$ cat config.mk
export PLATFORM = sky130hd
export DESIGN_NAME = i2s_sine_tx_flat
export DESIGN_NICKNAME = d
export VERILOG_FILES = /design/src/rtl/i2s_pkg.sv /design/src/rtl/i2s_sine_tx_if.sv /design/src/rtl/i2s_bclk_gen.sv /design/src/rtl/i2s_sine_tx.sv /design/src/flat_wrapper.sv
export SDC_FILE = /design/constraint.sdc
export NUM_CORES = 1
export LEC_CHECK = 0
export CAP_MARGIN = 10
export CORE_ASPECT_RATIO = 1.75
export CORE_MARGIN = 10
export CORE_UTILIZATION = 50
export DETAILED_ROUTE_END_ITERATION = 6
export PLACE_DENSITY = 0.73
export RECOVER_POWER = 25
export SYNTH_ARGS = -nofsm -noshare
export SYNTH_HDL_FRONTEND = slang
export SYNTH_HIERARCHICAL = 1
export SYNTH_SLANG_ARGS = --single-unit
export TNS_END_PERCENT = 20
$ cat constraint.sdc
create_clock -name clk -period 2 [get_ports clk]
set_clock_uncertainty 0.15 [all_clocks]
set_input_delay 0.2 -clock clk [delete_from_list [all_inputs] [get_ports clk]]
set_output_delay 0.2 -clock clk [all_outputs]
set_load 0.02 [all_outputs]
$ cat src/rtl/i2s_pkg.sv
`default_nettype none
// +----------------------------------------------------------------------+
// | Module      : i2s_pkg                                                |
// | Description : Shared constants, bit-index type and channel helper    |
// |               for the I2S sine transmitter.                          |
// | Revision    : 1.0 - initial release                                  |
// +----------------------------------------------------------------------+
package i2s_pkg;

  localparam int SAMPLE_W   = 16;
  localparam int FRAME_BITS = 32;
  localparam int CHAN_BITS  = 16;

  // Position of the current bclk period inside a 32-bit frame.
  typedef logic [4:0] bit_idx_t;

  localparam bit_idx_t BIT_IDX_LAST = bit_idx_t'(FRAME_BITS - 1);

  // Word-select value for a frame position: left half 0, right half 1.
  function automatic logic channel_of(input bit_idx_t idx);
    return (idx >= bit_idx_t'(CHAN_BITS));
  endfunction

endpackage
`default_nettype wire

$ cat src/rtl/i2s_sine_tx_if.sv
`default_nettype none
// +----------------------------------------------------------------------+
// | Module      : i2s_sine_tx_if                                         |
// | Description : Valid/ready sample handshake between the sine          |
// |               generator (master) and the I2S transmitter (slave).    |
// | Revision    : 1.0 - initial release                                  |
// +----------------------------------------------------------------------+
interface i2s_sine_tx_if;
  import i2s_pkg::*;

  logic [SAMPLE_W-1:0] sample_in;
  logic                sample_valid;
  logic                sample_ready;

  modport master (
    output sample_in,
    output sample_valid,
    input  sample_ready
  );

  modport slave (
    input  sample_in,
    input  sample_valid,
    output sample_ready
  );

endinterface
`default_nettype wire

$ cat src/rtl/i2s_bclk_gen.sv
`default_nettype none
// +----------------------------------------------------------------------+
// | Module      : i2s_bclk_gen                                           |
// | Description : Divides clk down to the I2S bit clock and flags the    |
// |               clk cycle in which bclk is about to rise or fall.      |
// | Revision    : 1.0 - initial release                                  |
// +----------------------------------------------------------------------+
module i2s_bclk_gen #(
  parameter int CLK_DIV = 4
) (
  input  wire  clk,
  input  wire  reset,
  output logic bclk,
  output logic rise_stb,
  output logic fall_stb
);
  import i2s_pkg::*;

  localparam int DIV_W = (CLK_DIV > 1) ? $clog2(CLK_DIV) : 1;
  localparam logic [DIV_W-1:0] C_DIV_LAST = DIV_W'(CLK_DIV - 1);

  logic [DIV_W-1:0] div_cnt_q;
  logic [DIV_W-1:0] div_cnt_d;
  logic             bclk_q;
  logic             bclk_d;
  logic             term;

  // Strobes are combinational so that the consumer updates on the very
  // edge at which bclk itself changes.
  assign term      = (div_cnt_q == C_DIV_LAST);
  assign div_cnt_d = term ? '0 : div_cnt_q + DIV_W'(1);
  assign bclk_d    = term ? ~bclk_q : bclk_q;
  assign rise_stb  = term & ~bclk_q;
  assign fall_stb  = term &  bclk_q;
  assign bclk      = bclk_q;

  // Divider counter and bit-clock toggle register.
  always_ff @(posedge clk or posedge reset) begin
    if (reset) begin
      div_cnt_q <= '0;
      bclk_q    <= 1'b0;
    end else begin
      div_cnt_q <= div_cnt_d;
      bclk_q    <= bclk_d;
    end
  end

endmodule
`default_nettype wire

$ cat src/rtl/i2s_sine_tx.sv
`default_nettype none
// +----------------------------------------------------------------------+
// | Module      : i2s_sine_tx                                            |
// | Description : Philips I2S serialiser. One-entry input buffer, the    |
// |               same sample on both channels, underrun/overflow        |
// |               pulses.                                                |
// | Revision    : 1.0 - initial release                                  |
// +----------------------------------------------------------------------+
module i2s_sine_tx #(
  parameter int CLK_DIV  = 4,
  parameter int SAMPLE_W = i2s_pkg::SAMPLE_W
) (
  input  wire         clk,
  input  wire         reset,
  i2s_sine_tx_if.slave smp,
  output logic        bclk,
  output logic        lrck,
  output logic        sdata,
  output logic        underrun,
  output logic        overflow
);

  localparam int SHIFT_W = 2 * SAMPLE_W;

  logic                 rise_stb;
  logic                 fall_stb;
  logic                 load;
  logic                 xfer;

  i2s_pkg::bit_idx_t    bit_idx_q, bit_idx_d;
  logic                 lrck_q, lrck_d;
  logic                 sdata_q, sdata_d;
  logic [SHIFT_W-1:0]   shift_q, shift_d;
  logic [SAMPLE_W-1:0]  hold_q, hold_d;
  logic [SAMPLE_W-1:0]  last_q, last_d;
  logic                 full_q, full_d;
  logic                 ready_q, ready_d;
  logic                 underrun_q, underrun_d;

  i2s_bclk_gen #(
    .CLK_DIV (CLK_DIV)
  ) u_bclk_gen (
    .clk      (clk),
    .reset    (reset),
    .bclk     (bclk),
    .rise_stb (rise_stb),
    .fall_stb (fall_stb)
  );

  // Frame load happens on the fall strobe that wraps bit_idx to 0.
  assign load = fall_stb & (bit_idx_q == i2s_pkg::BIT_IDX_LAST);
  // ready is registered, so a sample offered in the load cycle is refused.
  assign xfer = smp.sample_valid & ready_q;

  // Next-state: frame position, serial shift, buffer and underrun flag.
  always_comb begin
    bit_idx_d  = bit_idx_q;
    lrck_d     = lrck_q;
    sdata_d    = sdata_q;
    shift_d    = shift_q;
    hold_d     = hold_q;
    last_d     = last_q;
    full_d     = full_q;
    underrun_d = 1'b0;

    if (fall_stb) begin
      bit_idx_d = bit_idx_q + i2s_pkg::bit_idx_t'(1);
      lrck_d    = i2s_pkg::channel_of(bit_idx_d);
      // One-bit delay stage: this gives the I2S one-bclk lag behind lrck.
      sdata_d   = shift_q[SHIFT_W-1];
      shift_d   = {shift_q[SHIFT_W-2:0], 1'b0};
    end

    if (load) begin
      if (full_q) begin
        shift_d = {hold_q, hold_q};
        last_d  = hold_q;
        full_d  = 1'b0;
      end else begin
        shift_d    = {last_q, last_q};
        underrun_d = 1'b1;
      end
    end

    if (xfer) begin
      hold_d = smp.sample_in;
      full_d = 1'b1;
    end
  end

  assign ready_d = ~full_d;

  // State registers with asynchronous reset to the idle frame position.
  always_ff @(posedge clk or posedge reset) begin
    if (reset) begin
      bit_idx_q  <= i2s_pkg::BIT_IDX_LAST;
      lrck_q     <= 1'b1;
      sdata_q    <= 1'b0;
      shift_q    <= '0;
      hold_q     <= '0;
      last_q     <= '0;
      full_q     <= 1'b0;
      ready_q    <= 1'b1;
      underrun_q <= 1'b0;
    end else begin
      bit_idx_q  <= bit_idx_d;
      lrck_q     <= lrck_d;
      sdata_q    <= sdata_d;
      shift_q    <= shift_d;
      hold_q     <= hold_d;
      last_q     <= last_d;
      full_q     <= full_d;
      ready_q    <= ready_d;
      underrun_q <= underrun_d;
    end
  end

  assign smp.sample_ready = ready_q;
  assign lrck             = lrck_q;
  assign sdata            = sdata_q;
  assign underrun         = underrun_q;
  // Flags the dropped sample in the very cycle it is offered.
  assign overflow         = smp.sample_valid & ~ready_q;

endmodule
`default_nettype wire

$ cat src/flat_wrapper.sv
// flat-port wrapper written by rule: the top's interface ports become plain ports
module i2s_sine_tx_flat 
#(
  parameter int CLK_DIV  = 4,
  parameter int SAMPLE_W = i2s_pkg::SAMPLE_W
)
  (clk, reset, bclk, lrck, sdata, underrun, overflow, smp_sample_in, smp_sample_valid, smp_sample_ready);
  i2s_sine_tx_if smp_i ();
  input  wire clk;
  input  wire reset;
  output logic bclk;
  output logic lrck;
  output logic sdata;
  output logic underrun;
  output logic overflow;
  input wire logic [$bits(smp_i.sample_in)-1:0] smp_sample_in;
  input wire logic [$bits(smp_i.sample_valid)-1:0] smp_sample_valid;
  output wire logic [$bits(smp_i.sample_ready)-1:0] smp_sample_ready;
  assign smp_i.sample_in = smp_sample_in;
  assign smp_i.sample_valid = smp_sample_valid;
  assign smp_sample_ready = smp_i.sample_ready;
  i2s_sine_tx #(.CLK_DIV(CLK_DIV), .SAMPLE_W(SAMPLE_W)) u_core (.clk(clk), .reset(reset), .smp(smp_i), .bclk(bclk), .lrck(lrck), .sdata(sdata), .underrun(underrun), .overflow(overflow));
endmodule
==> impl_results.md, run 1 <==
- Die width: 81.9 um
- Final wirelength: 6.26 mm
- Worst Max-Slew Pin Slew: 524 ps
- Fmax: 517 MHz
- Global-route wire length before repair: 10.6 mm
- Commonest non-fill, non-tap cell in the layout: dfrtp_1
- # DRC: 0
- Worst Hold Class: reg -> reg
- Vias per cell: 5.46
- Net Sw Power: 825 uW
- Routed vias: 2,037
- Logic pwr share: 0.095
- Antenna viol nets, final: 0
- Vias in the first global route: 2,193
- Dpl hpwl: 4.36 mm
- Die ar.: 10,500 um^2
- Wirelength per Cell: 16.8 um
- CTS tree: yes
- Chip height: 128 um
- Post-route clock period utilization: 0.967
- Critical Path Fanout Max: 8
- Number of clock sinks: 76
- PD cells: 877 nW/um^2
- Leak Pwr: 1.89 nW
- Mapped Nets: 271
- Ys Warns: 6
- Internal power component: 2.75 mW
- Worst-path cell chain: ha_1, and3_1, ha_4, nand3_4, buf_12, mux2_4
- Startpoint Class: flop
- Ant. Diodes: 0
- GR Util met3: 0.0386
- Number of I/O port buffers: 24
- Clock power share: 0.423
- DRT iter0 DRCs: 127
- Fin. max-slew vios: 0
- Mapped Area: 3350 um^2
- Worst vdd ir: 0.594 mV
- Critical path buffer and inverter count: 1
- Core area: 6540 um^2
- Placed insts: 353
- Final Hold Viols: 0
- Sw Ratio: 0.231
- Worst EP required: 2060 ps
- Floorplan row count: 39
- Initial antenna violation count: 0
- First-pass DRT Iterations: 4
- # H-tree levels: 3
- Mapped Cells: 249
- Post-route worst setup slack: 66.1 ps
- Biggest cell delay along the critical path: 550 ps
- GRT Util Overall: 0.130
- CP max-delay cell: dfstp_2
- Outcome: completed
- Util after Layout: 0.622
- Post-Layout Cell Count: 373
- Clk slew on worst S/H paths: 50 ps
- Global routing's busiest layer: met2
- IO Pins: 25
- Synthesized area per cell: 13.4 um^2
- GR Layer Usage met1: 0.142
- Initial core utilization: 0.512
- Delay-heaviest family, CP: flip-flops
- Final min period: 1930 ps
- Worst Setup End Kind: flop
- Largest net degree at the start of global routing: 40
- Global route total overflow: 0
- Total CTS buffers: 9
- Most frequent cells in the layout: dfrtp_1, o221ai_1, mux2_2
- Slew headroom: 0.651
- Layout area overhead: 21.6%
- NumNets Final: 308
- Crit Path Class: reg -> reg
- Root buf cell: clkbuf_16
- Sequential power share: 0.482
- Max_cap viols: 0
- FILL cells: 524
- Clock Path Buffers: 2
- Final setup viols: 0
- Met2 GRT Util: 0.218
- Final setup TNS: 0 ps
- Layout cells sized above 1: 0.278
- Dpl ws: -43.4 ps
- CP Data Arrival Time: 1990 ps
- Worst-Skew Late Latency: 330 ps
- Final GP Congestion: 0.752
==> metal layers <==
metal,vias to the layer above,part of all wire
met5,-,0
met4,0,0.011
met3,7,0.026
met2,27,0.58
met1,1035,0.39
li1,968,-
==> final cells by class <==
| cell class | count | area (um^2) | area share |
|---|---|---|---|
| flip-flops and latches | 76 | 1910 | 0.469 |
| multi-input cells | 142 | 1290 | 0.317 |
| inverters | 14 | 56.3 | 0.0138 |
| well taps | 82 | 103 | 0.0252 |
| repair buffers | 43 | 423 | 0.104 |
| clock inverters | 4 | 22.5 | 0.00553 |
| clock buffers | 12 | 267 | 0.0655 |
==> timing repair <==
item | in CTS | in global routing
gates resized for setup | 0 | 3
setup endpoints to repair | 16 | 28
buffers inserted | 3 | 0
hold buffers | 1 | 0
hold endpoints to repair | 3 | 0
==> through the flow <==
step | power [mW] | hold WS, ps | instance area [um^2]
after CTS | 3.63 | 280 | 4060
after global placement | 2.09 | 264 | 3730
after floorplan | 1.96 | -196 | 3350
final | 3.57 | 278 | 4070
after detailed placement | 2.10 | 270 | 3730
after global routing | 3.74 | 309 | 4070
==> worst paths after layout <==
check	start	endpoint	slack (ps)	cells after the start
hold reg to reg	u_core/u_bclk_gen/div_cnt_q[0]	u_core/u_bclk_gen/div_cnt_q[0]	280	1
hold / removal	u_core/u_bclk_gen/div_cnt_q[0]	u_core/u_bclk_gen/div_cnt_q[0]	280	1
setup reg to reg	u_core/bit_idx_q[0]	u_core/last_q[1]	70	6
max in group asynchronous	reset	u_core/bit_idx_q[2]	380	4
setup / recovery	u_core/bit_idx_q[0]	u_core/last_q[1]	70	6
min in group asynchronous	reset	u_core/u_bclk_gen/div_cnt_q[0]	650	3
==> power groups by stage <==
stage | sequential, mW | combinational [mW] | clock (mW)
2_1_floorplan | 1.73 | 0.233 | 0
3_3_place_gp | 1.75 | 0.340 | 0
3_5_place_dp | 1.75 | 0.347 | 0
4_1_cts | 1.73 | 0.351 | 1.55
5_1_grt | 1.74 | 0.373 | 1.63
6_report | 1.72 | 0.338 | 1.51
==> state kept, by name (all words and copies together), names as in the netlist <==
signal and cells:
u_core/full_q 1, u_core/underrun 1, u_core/last_q 16, u_core/u_bclk_gen/bclk 1
u_core/u_bclk_gen/div_cnt_q 2, u_core/shift_q 32, u_core/bit_idx_q 5, u_core/hold_q 16
u_core/sdata 1, u_core/smp.sample_ready 1
No activity file was read; power rests on OpenSTA's default activity.
==> run 2, diff against run 1 <==
--- a/config.mk
+++ b/config.mk
@@ -10,7 +10,8 @@
 export CORE_MARGIN = 10
 export CORE_UTILIZATION = 50
 export DETAILED_ROUTE_END_ITERATION = 6
-export PLACE_DENSITY = 0.73
+export DONT_BUFFER_PORTS = 1
+export PLACE_DENSITY = 0.68
 export RECOVER_POWER = 25
 export SYNTH_ARGS = -nofsm -noshare
 export SYNTH_HDL_FRONTEND = slang
==> impl_results.md, run 2 (synthesized netlist as in run 1, its figures left out) <==
- PD cells: 892 nW/um^2
- Sequential power share: 0.488
- Leak Pwr: 1.85 nW
- Initial core utilization: 0.512
- NumNets Final: 297
- Util after Layout: 0.606
- GRT Util Overall: 0.129
- Slew headroom: 0.356
- Final wirelength: 6.16 mm
- Critical Path Fanout Max: 14
- Most frequent cells in the layout: dfrtp_1, o221ai_1, mux2_2
- Internal power component: 2.74 mW
- Worst-Skew Late Latency: 330 ps
- Startpoint Class: flop
- Worst EP required: 2060 ps
- Root buf cell: clkbuf_16
- Layout cells sized above 1: 0.268
- Post-route clock period utilization: 0.947
- Clock Path Buffers: 2
- CP Data Arrival Time: 1950 ps
- CTS tree: yes
- Max reg flops: 32
- Most flops, register: u_core/shift_q
- Clk slew on worst S/H paths: 50 ps
- # DRC: 0
- Vias in the first global route: 2,098
- Die width: 81.9 um
- Ant. Diodes: 0
- Die ar.: 10,500 um^2
- Routed vias: 2,014
- Commonest non-fill, non-tap cell in the layout: dfrtp_1
- Global route total overflow: 0
- Vias per cell: 5.56
- Worst Hold Class: in -> async
- Fin area: 3960 um^2
- Worst Setup End Kind: flop
- Global-route wire length before repair: 10.4 mm
- Max_cap viols: 0
- Layout area overhead: 18.3%
- Chip height: 128 um
- Antenna viol nets, final: 0
- Number of clock sinks: 76
- Final setup viols: 0
- Worst Max-Slew Pin Slew: 966 ps
- Initial antenna violation count: 0
- Fin. max-slew vios: 0
- First-pass DRT Iterations: 4
- Clock power share: 0.425
- Wirelength per Cell: 17.0 um
- DRT iter0 DRCs: 164
- # H-tree levels: 3
- Logic pwr share: 0.086
- Fmax: 528 MHz
- Largest net degree at the start of global routing: 74
- Largest regs: u_core/shift_q: 32 flops, u_core/hold_q: 16 flops, u_core/last_q: 16 flops
- Final GP Congestion: 0.715
- IO Pins: 25
- Outcome: completed
- Final min period: 1890 ps
- Floorplan row count: 39
- Placed cell area: 3480 um^2
- RSZ-0062 raised after global routing: no
- Net Sw Power: 793 uW
- Worst vdd ir: 0.781 mV
- Core area: 6540 um^2
- Number of I/O port buffers: 0
- Sw Ratio: 0.224
- Total CTS buffers: 9
- Final Hold Viols: 0
- Crit Path Class: reg -> reg
- Dpl hpwl: 4.11 mm
run 2: cell count changes in the layout (fill, tap and decap cells not counted), moves of 2 or more:
| cell | previous run | this run |
|---|---|---|
| clkbuf_1 | 0 | 3 |
| dlygate4sd3_1 | 2 | 18 |
| buf_4 | 14 | 10 |
| clkdlybuf4s50_1 | 23 | 0 |
| clkinv_2 | 3 | 1 |
run 2: what timing repair did:
item | 4_1_cts | 5_1_grt
buffers inserted | 0 | 0
hold endpoints to repair | 87 | 0
gates resized for setup | 1 | 4
setup endpoints to repair | 4 | 26
pin swaps | 0 | 0
hold buffers | 18 | 0
run 2: area by class of cell:
class,instances,area [um^2]
Sequential cell,76,1910
Tap cell,82,103
Timing Repair Buffer,32,314
Inverter,14,56.3
Clock buffer,15,278
Multi-Input combinational cell,142,1290
Fill cell,541,2580
Clock inverter,1,5.00
run 2: final timing paths:
check	from	endpoint	slack [ps]	cells after the start
min in group clk	smp_sample_valid	u_core/smp.sample_ready	210	2
max in group asynchronous	reset	u_core/shift_q[2]	500	3
max reg2reg	u_core/bit_idx_q[1]	u_core/last_q[3]	110	6
min reg2reg	u_core/u_bclk_gen/div_cnt_q[0]	u_core/u_bclk_gen/div_cnt_q[0]	280	1
max	u_core/bit_idx_q[1]	u_core/last_q[3]	110	6
min	reset	u_core/u_bclk_gen/bclk	100	2
run 2: critical path, cell delays in order, from the launching register on:
cell     delay, ps
dfstp_2        540
ha_1           160
and3_4         190
ha_4           150
nand3_4         90
buf_12         180
mux2_4         300
run 2: per-stage QoR:
stage | TNS, ps | total power, mW | setup slack [ps] | hold slack (ps) | cells
after global routing | 0 | 3.68 | 12.4 | 106 | 362
after floorplan | 0 | 1.96 | 101 | -196 | 249
final | 0 | 3.53 | 106 | 99.8 | 362
after global placement | 0 | 2.03 | 38.6 | -191 | 328
after detailed placement | -5.54 | 2.04 | -5.54 | -187 | 328
after CTS | 0 | 3.59 | 19.2 | 78.0 | 362
run 2: per-layer routing:
metal | up-vias | track usage | part of all wire
met4 | 0 | 0.0775 | 0.026
met3 | 10 | 0.0330 | 0.026
met1 | 1030 | 0.151 | 0.41
met2 | 26 | 0.204 | 0.54
met5 | - | 0 | 0
li1 | 948 | - | -
run 2: power groups by stage:
stage	clock network [mW]	registers (mW)	logic (mW)
final	1.50	1.73	0.304
after detailed placement	0	1.76	0.286
after global routing	1.60	1.75	0.333
after CTS	1.54	1.73	0.315
after global placement	0	1.75	0.282
after floorplan	0	1.73	0.233
